**config.mk**
```make
export PLATFORM = sky130hd
export DESIGN_NAME = host_run_ctrl
export DESIGN_NICKNAME = d
export VERILOG_FILES = /design/src/rtl/host_run_ctrl.sv
export SDC_FILE = /design/constraint.sdc
export NUM_CORES = 1
export LEC_CHECK = 0
export CAP_MARGIN = 20
export CELL_PAD_IN_SITES_DETAIL_PLACEMENT = 1
export CELL_PAD_IN_SITES_GLOBAL_PLACEMENT = 1
export CORE_MARGIN = 4
export CORE_UTILIZATION = 31
export CTS_CLUSTER_SIZE = 10
export DETAILED_ROUTE_END_ITERATION = 16
export GPL_ROUTABILITY_DRIVEN = 0
export PLACE_DENSITY_LB_ADDON = 0.1
export SYNTH_ARGS = -nofsm -noshare
export SYNTH_HDL_FRONTEND = slang
export SYNTH_SLANG_ARGS = --single-unit
export TNS_END_PERCENT = 30
```
**constraint.sdc**
```tcl
create_clock -name clk -period 1.79 [get_ports clk]
set_input_delay 0.2685 -clock clk [delete_from_list [all_inputs] [get_ports clk]]
set_output_delay 0.2685 -clock clk [all_outputs]
set_load 0.01 [all_outputs]
```
**src/rtl/host_run_ctrl.sv**
```systemverilog
// host_run_ctrl
//   Host-side initiator for the 9-bit accumulator core. A run has five phases:
//   load operand words from the host into data memory, pulse req, wait for the
//   core's done, stream the result window back to the host, then pulse finished.
//   While the core is idle this block owns the data-memory host port.
//
// Optional feature macro: HOST_RUN_CYCLE_COUNT_EN
//   defined   -> cycle_count counts RUN cycles (saturating, cleared on start)
//   undefined -> cycle_count is tied to 0
//
// Ports
//   clk, reset              rising-edge clock, async active-low reset
//   start                   begin a run (only looked at in IDLE)
//   in_valid/in_ready/in_data   operand stream from the host
//   mem_wr_en/mem_addr/mem_wdata/mem_rdata  data-memory host port
//                           (mem_rdata is combinational on mem_addr)
//   req, done               start request / finished level from the core
//   out_valid/out_ready/out_data  result stream to the host
//   busy                    any state other than IDLE
//   finished                one-cycle pulse on normal completion
//   timeout_err             sticky abort flag, cleared by the next start
//   cycle_count             RUN-phase cycle count
module host_run_ctrl #(
    parameter int ADDR_W      = 8,
    parameter int DATA_W      = 8,
    parameter int LOAD_BASE   = 0,
    parameter int LOAD_LEN    = 64,
    parameter int RESULT_BASE = 64,
    parameter int RESULT_LEN  = 32,
    parameter int TIMEOUT     = 4096
) (
    input  logic              clk,
    input  logic              reset,
    input  logic              start,
    input  logic              in_valid,
    output logic              in_ready,
    input  logic [DATA_W-1:0] in_data,
    output logic              mem_wr_en,
    output logic [ADDR_W-1:0] mem_addr,
    output logic [DATA_W-1:0] mem_wdata,
    input  logic [DATA_W-1:0] mem_rdata,
    output logic              req,
    input  logic              done,
    output logic              out_valid,
    input  logic              out_ready,
    output logic [DATA_W-1:0] out_data,
    output logic              busy,
    output logic              finished,
    output logic              timeout_err,
    output logic [15:0]       cycle_count
);

    localparam int IDX_MAX = (LOAD_LEN > RESULT_LEN) ? LOAD_LEN : RESULT_LEN;
    localparam int IDX_W   = $clog2(IDX_MAX + 1);
    localparam int TMR_W   = $clog2(TIMEOUT);

    localparam logic [IDX_W-1:0]  LOAD_LAST     = IDX_W'(LOAD_LEN - 1);
    localparam logic [IDX_W-1:0]  RESULT_LAST   = IDX_W'(RESULT_LEN - 1);
    localparam logic [TMR_W-1:0]  TMR_LAST      = TMR_W'(TIMEOUT - 1);
    localparam logic [ADDR_W-1:0] LOAD_BASE_A   = ADDR_W'(LOAD_BASE);
    localparam logic [ADDR_W-1:0] RESULT_BASE_A = ADDR_W'(RESULT_BASE);

    typedef enum logic [2:0] {
        S_IDLE, S_LOAD, S_REQ, S_RUN, S_DRAIN, S_FIN
    } state_t;

    state_t           state, state_nx;
    logic [IDX_W-1:0] idx;
    logic [TMR_W-1:0] timer;
    logic             armed;
    logic             run_done;
    logic             run_expire;

    // done only counts once it has been seen low inside this RUN, so a level
    // left high by the previous run cannot end the new one. Completion beats
    // the timeout when both land in the same cycle.
    assign run_done   = (state == S_RUN) && armed && done;
    assign run_expire = (state == S_RUN) && !run_done && (timer == TMR_LAST);

    // ---------------- state register ----------------
    always_ff @(posedge clk or negedge reset) begin
        if (!reset) state <= S_IDLE;
        else        state <= state_nx;
    end

    // ---------------- next state ----------------
    always_comb begin
        state_nx = state;
        case (state)
            S_IDLE:  if (start) state_nx = S_LOAD;
            S_LOAD:  if (in_valid && idx == LOAD_LAST) state_nx = S_REQ;
            S_REQ:   state_nx = S_RUN;
            S_RUN: begin
                if (run_done)        state_nx = S_DRAIN;
                else if (run_expire) state_nx = S_IDLE;
            end
            S_DRAIN: if (out_ready && idx == RESULT_LAST) state_nx = S_FIN;
            S_FIN:   state_nx = S_IDLE;
            default: state_nx = S_IDLE;
        endcase
    end

    // ---------------- outputs ----------------
    always_comb begin
        in_ready  = 1'b0;
        mem_wr_en = 1'b0;
        mem_addr  = '0;
        mem_wdata = '0;
        req       = 1'b0;
        out_valid = 1'b0;
        out_data  = '0;
        busy      = 1'b1;
        finished  = 1'b0;
        case (state)
            S_IDLE: busy = 1'b0;
            S_LOAD: begin
                in_ready  = 1'b1;
                mem_wr_en = in_valid;
                mem_addr  = LOAD_BASE_A + ADDR_W'(idx);
                mem_wdata = in_data;
            end
            S_REQ: req = 1'b1;
            S_DRAIN: begin
                out_valid = 1'b1;
                mem_addr  = RESULT_BASE_A + ADDR_W'(idx);
                out_data  = mem_rdata;
            end
            S_FIN: finished = 1'b1;
            default: ;
        endcase
    end

    // ---------------- datapath ----------------
    // idx is shared by load and drain; it is back at zero when load finishes.
    always_ff @(posedge clk or negedge reset) begin
        if (!reset) begin
            idx         <= '0;
            timer       <= '0;
            armed       <= 1'b0;
            timeout_err <= 1'b0;
        end else begin
            case (state)
                S_IDLE: if (start) begin
                    idx         <= '0;
                    timeout_err <= 1'b0;
                end
                S_LOAD: if (in_valid) idx <= (idx == LOAD_LAST) ? '0 : idx + 1'b1;
                S_REQ: begin
                    timer <= '0;
                    armed <= 1'b0;
                end
                S_RUN: begin
                    timer <= timer + 1'b1;
                    if (!done)      armed       <= 1'b1;
                    if (run_expire) timeout_err <= 1'b1;
                end
                S_DRAIN: if (out_ready) idx <= (idx == RESULT_LAST) ? '0 : idx + 1'b1;
                default: ;
            endcase
        end
    end

`ifdef HOST_RUN_CYCLE_COUNT_EN
    logic [15:0] run_cycles;

    always_ff @(posedge clk or negedge reset) begin
        if (!reset)                                    run_cycles <= '0;
        else if (state == S_IDLE && start)             run_cycles <= '0;
        else if (state == S_RUN && run_cycles != 16'hFFFF) run_cycles <= run_cycles + 16'd1;
    end

    assign cycle_count = run_cycles;
`else
    assign cycle_count = '0;
`endif

endmodule
```
* Word-level counts from Yosys, hierarchy flattened
Cells that the tools add are included.
** Cells by class
- $add $sub $neg :: 3
- Equal/unequal tests :: 16
- Multiplexer cells :: 27
- Reductions and logical operators :: 15
** Operators with widths (number)
- two-way mux 7 bit :: 5
- case mux 12 bit (2 select lines) :: 1
- case mux 7 bit (3 select lines) :: 1
- two-way mux 8 bit :: 2
- case mux 8 bit (2 select lines) :: 1
- two-way mux 3 bit :: 5
- case mux 3 bit (5 select lines) :: 1
- inequality test 2 bit (second input constant) :: 7
- adder 12 x 1 -> 12 bit (second input constant) :: 1
- equality test 12 bit (second input constant) :: 1
- two-way mux 1 bit :: 9
- adder 7 x 7 -> 8 bit (first input constant) :: 1
- AND reduction 4 bit :: 2
- adder 7 x 1 -> 7 bit (second input constant) :: 1
- equality test 7 x 5 -> 1 bit (second input constant) :: 1
- equality test 7 x 6 -> 1 bit (second input constant) :: 1
- equality test 3 x 2 -> 1 bit (second input constant) :: 2
- equality test 3 bit (second input constant) :: 2
- logical AND 1 bit :: 6
- case mux 1 bit (2 select lines) :: 2
- nonzero test 2 bit :: 2
- equality test 3 x 1 -> 1 bit (second input constant) :: 1
- logical NOT 3 bit :: 1
- inequality test 3 bit (second input constant) :: 1
- 4 further kinds :: 4
** Word-level totals
- Output and inout port bits :: 47
- Register bits :: 24

* Longest topological paths before layout
Gate-level depths: netlist of run 1.
- Word-level depth :: 9
- Mapped depth :: 7

* Least setup slack after synthesis of run 1
OpenSTA, ideal clock, no wires.
- Path type :: register to register
- From :: register state[1]
- To :: register idx[2]
- Data required time :: 1710 ps
- Path slack :: 162 ps
- Arrival time :: 1547 ps
- Library setup time :: 80 ps
- Stages on the path, launching flop included :: 6
- Clock period less this slack :: 1628 ps
- Cell sequence :: dfrtp_1 buf_4 nor3b_4 nor2_2 or4_4 o211ai_2
** Between the ends
- Word-level cells in the longest chain between the ends :: 3
** RTL lines
- from (decl) :: line 67 : state_t state, state_nx;
- from (signal assigned) :: line 83 : else state <= state_nx;
- equality test 3 bit (tied with other cells) :: line 142 : case (state)
- inequality test 2 bit (no source line) or nonzero test 3 bit (tied branches)
- AND reduction 4 bit (no source line)
- to (signal assigned) :: line 147 : S_LOAD: if (in_valid) idx <= (idx == LOAD_LAST) ? '0 : idx + 1'b1;
- to (signal assigned) :: line 157 : S_DRAIN: if (out_ready) idx <= (idx == RESULT_LAST) ? '0 : idx + 1'b1;
- to (decl) :: line 68 : logic [IDX_W-1:0] idx;
Parallel ways exist; a longest one is shown, timed or not.
A chain may end at the register's enable or synchronous reset.

* Worst setup path in the final report of run 1
- From :: register state[0]
- To :: output mem_addr[2]
** Between the ends
- Word-level cells in the longest chain between the ends :: 2
** RTL lines
- equality test 3 bit or equality test 3 x 1 -> 1 bit (tied branches) :: line 114 : case (state)
- case mux 8 bit (2 select lines) (*) :: line 114
- to (decl) :: line 39 : output logic [ADDR_W-1:0] mem_addr,
Every way passes the cells marked *; elsewhere a longest branch is shown, timed or not.

==> impl_metrics.toml, run 1 <==
[floorplanning]
rows = 26
start_util = 0.324
die_h_um = 81.5
die_x_um = 81.5
ios = 69
dieArea_um2 = 6640
coreArea_um2 = 5170

[clock_tree]
clock_path_buffers = 2
clk_latency_ns = 0.27
path_clk_slew_ns = 0.09
cts_tree = "done"
h-tree-depth = 1
cts_buffers = 3
cts.sinks = 24
cts_root_buf = "clkbuf_8"
holdBufCountCts = 0

[routing]
ant_nets = 0
vias_per_cell = 4.91
post_drt_wl_per_cell_um = 15.6
wirelength_um = 5520
dr_total_vias = 1732
drcViolationCount = 0
drtPass1Iterations = 4
drt_iter0_drc = 80

[synthesis]
ys_seq_area_frac = 0.358
syn_avg_cell_area_um2 = 8.64
yosysMostFrequentCell = "dfrtp_1"
synth.distinct_cells = 49
syn_inst = 194
yosysTopAreaCellShare = 0.358
yosys.area.top_type = "dfrtp_1"
ys_warn_count = 0
synth_common_cells = "dfrtp_1 (24), and2_1 (22), nand2_1 (21), buf_4 (17), nand3_1 (11)"
synth.area.top_cells = "dfrtp_1 (36%), and2_1 (8.2%), buf_4 (7.6%)"
ys_async_sr_fraction = 1.00
synth_edf_count = 0
ys.flop_type = "dfrtp_1"
netlist_area_um2 = 1680
ys_ff_latch = 24

[power_and_ir_drop]
ir_worst_vdd_uv = 473
cellPowerDensity_nw_per_um2 = 1230
p_leak_nw = 1.27

[finish]
nets = 308
syn2layout_area_growth_pct = 55.6
antennaDiodeCount = 0
fin_area_um2 = 2610
drive_above_1_share = 0.375

[flow_run]
timing.max_cap.violations = 0

[setup_path]
r2r_cells = 6
start_kind = "flop"
crit_path_end_kind = "output pin"
cp.arrival_ns = 1.67
critPathMaxFanout = 5
worstSetupPathType = "flop to output pin"
required_ns = 1.52

[outcome]
status = "finished with violations"
violations = "setup timing"

[placed_design]
place_area_um2 = 2400
dp_hpwl_um = 4070
io_buffers = 52

[sta]
min_period_ns = 1.94
max_freq_mhz = 516
setup_viol = 18
slew_viol_final = 0
hold_slack_ns = 0.361
finalCritPeriodShare = 1.08
rsz0062_at_grt = "true"
fin_skew_ns = 0.00463
finalWorstSetupSlack_ns = -0.150
hold_viol = 0

[global_routing]
overflow = 0
grt_max_degree = 25
grtUsageTotal = 0.163
grt_pass1_vias = 1716
grt_pass1_wl_um = 8540
antenna_found_initial = 0

[worst_hold_path]
hold_path_class = "input pin to async pin"
## area by class of cell
| cell class | count | area (um2) |
|---|---|---|
| flip-flops and latches | 24 | 604 |
| repair buffers | 94 | 772 |
| well taps | 70 | 87.6 |
| fillers | 618 | 2560 |
| clock inverters | 1 | 30.0 |
| multi-input cells | 153 | 1040 |
| inverters | 8 | 30.0 |
| clock buffers | 3 | 41.3 |
## where the power goes
group	leakage [nW]	internal, mW	switching [mW]
logic	0.912	1.09	0.900
registers	0.320	0.641	0.0985
clock network	0.0357	0.299	0.186
total	1.27	2.03	1.18
## cell families (layout without fill, tap and decap cells)
family	after synthesis	after routing	share of synthesized area
AND/OR/NAND/NOR	93	93	0.317
AO/OA/AOI/OAI	34	34	0.145
buffers and inverters	32	106	0.115
flip-flops	24	24	0.358
multiplexers	8	8	0.0478
adder cells (fa/ha/maj)	2	2	0.0149
other	1	16	0.00224
## layer usage
| metal | vias to the layer above | global-route usage | routed length, um |
|---|---|---|---|
| met2 | 47 | 0.302 | 2860 |
| met3 | 4 | 0.0307 | 356 |
| met5 | - | 0 | 0 |
| li1 | 830 | - | - |
| met4 | 0 | 0.0169 | 19 |
| met1 | 851 | 0.202 | 2280 |
## cell usage in the layout, fill, tap and decap left out, types with 2 or more instances in the layout
cell type,instances
nor2_1,8
nand4_1,2
inv_1,6
o31ai_1,2
nand2_1,20
mux2i_1,8
buf_2,17
o211ai_1,2
conb_1,16
o21ai_0,9
nand3_1,11
inv_2,2
clkbuf_8,3
o22ai_2,2
buf_4,34
and2_1,18
clkdlybuf4s50_1,22
dlygate4sd2_1,2
buf_6,14
nor3_1,2
and4_1,3
nand3b_1,4
a311oi_2,2
and3_1,3
ha_1,2
clkbuf_2,3
dfrtp_1,21
or2_2,2
nand2b_1,2
dfrtp_2,3
and2_4,4
nor2_2,2
o21ai_2,2
## metrics by stage
stage           util  cells  total power [mW]  worst slack [ns]  setup TNS, ns
6_report       0.504    353              3.21            -0.150          -1.04
5_1_grt        0.504    353              3.43            -0.203          -2.40
4_1_cts        0.498    351              3.08            -0.162          -1.10
3_5_place_dp   0.464    337              2.33            -0.211          -4.80
3_3_place_gp   0.464    337              2.30            -0.149          -3.35
2_1_floorplan      -    209              1.53             0.162              0
## final timing paths
kind | start | to | slack [ns]
worst max-delay path | state[0] | mem_addr[2] | -0.15
worst min-delay path | reset | idx[3] | 0.36
worst max register to register | state[2] | idx[2] | -0.11
worst min register to register | timer[10] | timer[10] | 0.48
max in group asynchronous | reset | state[1] | 1.16
min in group clk | timer[10] | timer[10] | 0.48
## worst max-delay path, cell delays in order, from the launching register on
cell     delay [ns]
dfrtp_2        0.44
nor3b_4        0.17
buf_4          0.14
or2_4          0.27
buf_6          0.12
and2_1         0.14
buf_2          0.13
## sequential cells by signal, indices dropped and copies added, names as in the netlist
signal and count:
idx 7, timeout_err 1, timer 12, state 3, armed 1
## what timing repair did
item | CTS | global route
gates resized for setup | 119 | 34
pin swaps | 6 | 6
endpoints found under the setup margin | 38 | 38
setup buffers | 10 | 2
Power figures use the tool's default switching activity.
==> run 2: changes to the inputs <==
--- a/config.mk
+++ b/config.mk
@@ -12,8 +12,7 @@
 export CORE_UTILIZATION = 31
 export CTS_CLUSTER_SIZE = 10
 export DETAILED_ROUTE_END_ITERATION = 16
-export GPL_ROUTABILITY_DRIVEN = 0
-export PLACE_DENSITY_LB_ADDON = 0.1
+export PLACE_DENSITY = 0.84
 export SYNTH_ARGS = -nofsm -noshare
 export SYNTH_HDL_FRONTEND = slang
 export SYNTH_SLANG_ARGS = --single-unit
==> impl_metrics.toml, run 2 (synthesized netlist as in run 1, its figures left out) <==
[outcome]
status = "finished with violations"
violations = "setup timing"

[finish]
n_fill_cell = 612
largest-register = "timer"
layout_common_cells = "buf_4 (33), buf_6 (24), dfrtp_1 (22), clkdlybuf4s50_1 (22), nand2_1 (21)"
fin_area_um2 = 2660
nets = 315
syn2layout_area_growth_pct = 59.0
drive_above_1_share = 0.376
largest_reg_flops = 12
reg_top3 = "timer x12, idx x7, state x3"
final_common_cell = "buf_4"
antennaDiodeCount = 0
fin_cells = 360

[clock_tree]
cts_tree = "done"
clk_latency_ns = 0.28
cts_root_buf = "clkbuf_8"
path_clk_slew_ns = 0.10
h-tree-depth = 1
cts.sinks = 24
cts_buffers = 3
clock_path_buffers = 2

[setup_path]
worstSetupPathType = "flop to output pin"
critPathMaxFanout = 6
slowest_delay_ns = 0.43
start_kind = "flop"
path_cells = "buf_6 -> nor3b_4 -> buf_6 -> buf_6 -> buf_6 -> nor2_4 -> nor2_1 -> buf_2"
cp.arrival_ns = 1.86
cp_slowest_cell = "dfrtp_1"
crit_family = "buffers and inverters"
worst-path-buf-inv = 5
required_ns = 1.52
cpMostUsedCell = "buf_6"
crit_path_end_kind = "output pin"

[routing]
drtPass1Iterations = 4
ant_nets = 0
drcViolationCount = 0
drt_iter0_drc = 89
dr_total_vias = 1863
post_drt_wl_per_cell_um = 18.6
vias_per_cell = 5.18
wirelength_um = 6710

[global_routing]
antenna_found_initial = 0
grt_pass1_wl_um = 9980
grtUsageTotal = 0.198
overflow = 0
grt_max_degree = 25
grt_pass1_vias = 1905

[floorplanning]
ios = 69
coreArea_um2 = 5170
start_util = 0.324
rows = 26
die_x_um = 81.5
die_h_um = 81.5
dieArea_um2 = 6640

[placed_design]
dp_hpwl_um = 4160
io_buffers = 52
dpl.cell_count = 335
place_ws_ns = -0.234
place_area_um2 = 2390
place.gp.congestion = 0.806

[sta]
worstMarginPinSlew_ns = 0.512
min_period_ns = 2.13
finalWorstSetupSlack_ns = -0.340
fin_skew_ns = 0.00509
setup_viol = 26
max_freq_mhz = 469
relSlewSlack = 0.658
slew_viol_final = 0
rsz0062_at_grt = "true"
finalCritPeriodShare = 1.19
hold_viol = 0

[power_and_ir_drop]
ir_worst_vdd_uv = 549
p_leak_nw = 1.29
cellPowerDensity_nw_per_um2 = 1350

[worst_hold_path]
hold_path_class = "input pin to async pin"

[flow_run]
timing.max_cap.violations = 0
run 2: layout make-up:
type | count | area (um2) | share of cell area
clock inverter | 1 | 30.0 | 0.0113
inverter | 8 | 30.0 | 0.0113
clock buffer | 3 | 41.3 | 0.0155
multi-input combinational | 154 | 1010 | 0.381
timing repair buffer | 100 | 857 | 0.322
sequential | 24 | 603 | 0.226
tap | 70 | 87.6 | 0.0329
run 2: repair_timing:
item                                    CTS  global route
cloned                                    2             0
hold buffers                              0             0
pin swaps                                10             8
gates resized for setup                 117            40
buffers inserted                         12             7
endpoints found under the setup margin   37            40
run 2: final timing paths:
path                       cells past startpoint          end       from  slack (ns)
max                                            8  mem_addr[5]   state[1]       -0.34
min                                            2     timer[5]      reset        0.36
max reg2reg                                    8       idx[5]   state[1]       -0.28
min reg2reg                                    1    timer[10]  timer[10]        0.49
max in group asynchronous                      2     state[2]      reset        1.15
min in group clk                               1    timer[10]  timer[10]        0.49
run 2: stage by stage:
stage                      util  power, mW  setup TNS (ns)  hold WS, ns
final                     0.515       3.60           -5.18        0.356
after floorplan               -       1.53               0      -0.0271
after CTS                 0.496       3.17           -2.66        0.370
after global routing      0.515       3.78           -6.59        0.379
after global placement    0.462       2.24           -1.46        0.454
after detailed placement  0.462       2.30           -3.55        0.472
run 2: power by group:
| group | internal [mW] | leakage, nW | switching (mW) |
|---|---|---|---|
| logic | 1.28 | 0.937 | 1.06 |
| registers | 0.639 | 0.321 | 0.112 |
| clock network | 0.300 | 0.0357 | 0.208 |
run 2: per-layer routing:
metal,global-route usage,part of all wire,up-vias
li1,-,-,851
met1,0.234,0.42,929
met2,0.355,0.49,69
met3,0.0285,0.061,14
met4,0.0861,0.032,0
met5,0,0,-
==> run 3: changes to the inputs <==
--- a/config.mk
+++ b/config.mk
@@ -13,6 +13,7 @@
 export CTS_CLUSTER_SIZE = 10
 export DETAILED_ROUTE_END_ITERATION = 16
 export PLACE_DENSITY = 0.84
+export SKIP_LAST_GASP = 1
 export SYNTH_ARGS = -nofsm -noshare
 export SYNTH_HDL_FRONTEND = slang
 export SYNTH_SLANG_ARGS = --single-unit
==> impl_metrics.toml, run 3 (synthesized netlist as in run 1, its figures left out) <==
[finish]
nets = 311
register_area_um2 = 603
layout_common_cells = "buf_4 (32), clkdlybuf4s50_1 (23), dfrtp_1 (22)"
drive_above_1_share = 0.297
reg_top3 = "timer x12, idx x7, state x3"
largest-register = "timer"
final_common_cell = "buf_4"
largest_reg_flops = 12
multi_input_area_um2 = 992
n_fill_cell = 604
syn2layout_area_growth_pct = 57.0
antennaDiodeCount = 0

[clock_tree]
cts_buffers = 3
cts.sinks = 24
path_clk_slew_ns = 0.10
clock_path_buffers = 2
h-tree-depth = 1
cts_tree = "done"
holdBufCountCts = 0
cts_root_buf = "clkbuf_8"
clk_latency_ns = 0.28

[sta]
rsz0062_at_grt = "true"
fin_skew_ns = 0.00274
slew_viol_final = 0
min_period_ns = 2.07
max_freq_mhz = 483
finalCritPeriodShare = 1.16
finalWorstSetupSlack_ns = -0.278
worstMarginPinSlew_ns = 0.661
setup_viol = 39
relSlewSlack = 0.559
hold_viol = 0
hold_slack_ns = 0.350

[power_and_ir_drop]
seqPwrFrac = 0.223
power_mw = 3.35
switching_power_mw = 1.29
intPower_mw = 2.06
p_leak_nw = 1.31
ir_worst_vdd_uv = 590
swShare = 0.386
comb_power_share = 0.625
cellPowerDensity_nw_per_um2 = 1270
clkPwrFrac = 0.153

[setup_path]
crit_path_end_kind = "output pin"
required_ns = 1.52
cp.arrival_ns = 1.80
critPathMaxFanout = 14
start_kind = "flop"
worstSetupPathType = "flop to output pin"

[global_routing]
grtUsageTotal = 0.196
grt_pass1_vias = 1885
grt_max_degree = 25
overflow = 0
grt_pass1_wl_um = 9970
antenna_found_initial = 0

[floorplanning]
die_h_um = 81.5
start_util = 0.324
rows = 26
coreArea_um2 = 5170
ios = 69
die_x_um = 81.5
dieArea_um2 = 6640

[placed_design]
place.gp.congestion = 0.806
io_buffers = 52
dp_hpwl_um = 4160
place_ws_ns = -0.234

[routing]
vias_per_cell = 5.13
drcViolationCount = 0
wirelength_um = 6490
post_drt_wl_per_cell_um = 18.2
dr_total_vias = 1825
drt_iter0_drc = 66
drtPass1Iterations = 4
ant_nets = 0

[outcome]
status = "finished with violations"
violations = "setup timing"

[flow_run]
timing.max_cap.violations = 0

[worst_hold_path]
hold_path_class = "input pin to async pin"
==> run 3: worst paths after layout <==
kind                                start        end  slack, ns  cells past startpoint
worst max-delay path             state[0]  out_valid      -0.28                      5
worst min-delay path                reset   timer[5]       0.35                      2
worst max register to register   state[1]     idx[5]      -0.26                      8
worst min register to register  timer[10]  timer[10]       0.48                      1
max in group asynchronous           reset   state[0]       1.17                      2
min in group clk                timer[10]  timer[10]       0.48                      1
==> run 3: cell type report <==
type / count / area share
repair buffers: 96 / 0.322
multi-input cells: 154 / 0.377
well taps: 70 / 0.0333
inverters: 8 / 0.0114
flip-flops and latches: 24 / 0.229
clock buffers: 3 / 0.0157
clock inverters: 1 / 0.0114
==> run 3: repair_timing <==
action	CTS	global route
setup endpoints to repair	37	41
buffers inserted	12	3
resized for setup	83	18
pin swaps	7	5
gates cloned	2	0
==> run 3: metal layers <==
layer / GRT usage / vias to the layer above / part of all wire
met5: 0 / - / 0
met4: 0.0693 / 0 / 0.014
met3: 0.0263 / 10 / 0.086
met2: 0.349 / 85 / 0.49
met1: 0.240 / 896 / 0.41
li1: - / 834 / -
==> run 3: power by group through the flow <==
stage                     Clock (mW)  Combinational, mW  Sequential [mW]
after global placement             0               1.50            0.737
final                          0.511               2.09            0.746
after detailed placement           0               1.55            0.752
after global routing           0.542               2.25            0.762
after floorplan                    0              0.807            0.727
after CTS                      0.495               1.91            0.738
==> run 3: worst max-delay path: stages, from the launching register on <==
cell             delay [ns]
dfrtp_2                0.44
nor2_1                 0.15
nand2_1                0.12
inv_2                  0.11
buf_8                  0.15
clkdlybuf4s50_1        0.55
==> run 3: stage by stage <==
| stage | TNS [ns] | std cells | util | instance area (um2) |
|---|---|---|---|---|
| after floorplan | 0 | 209 | - | 1730 |
| after global placement | -1.46 | 335 | 0.462 | 2390 |
| after detailed placement | -3.55 | 335 | 0.462 | 2390 |
| after CTS | -4.83 | 353 | 0.498 | 2570 |
| after global routing | -9.04 | 356 | 0.508 | 2630 |
| final | -5.97 | 356 | 0.508 | 2630 |
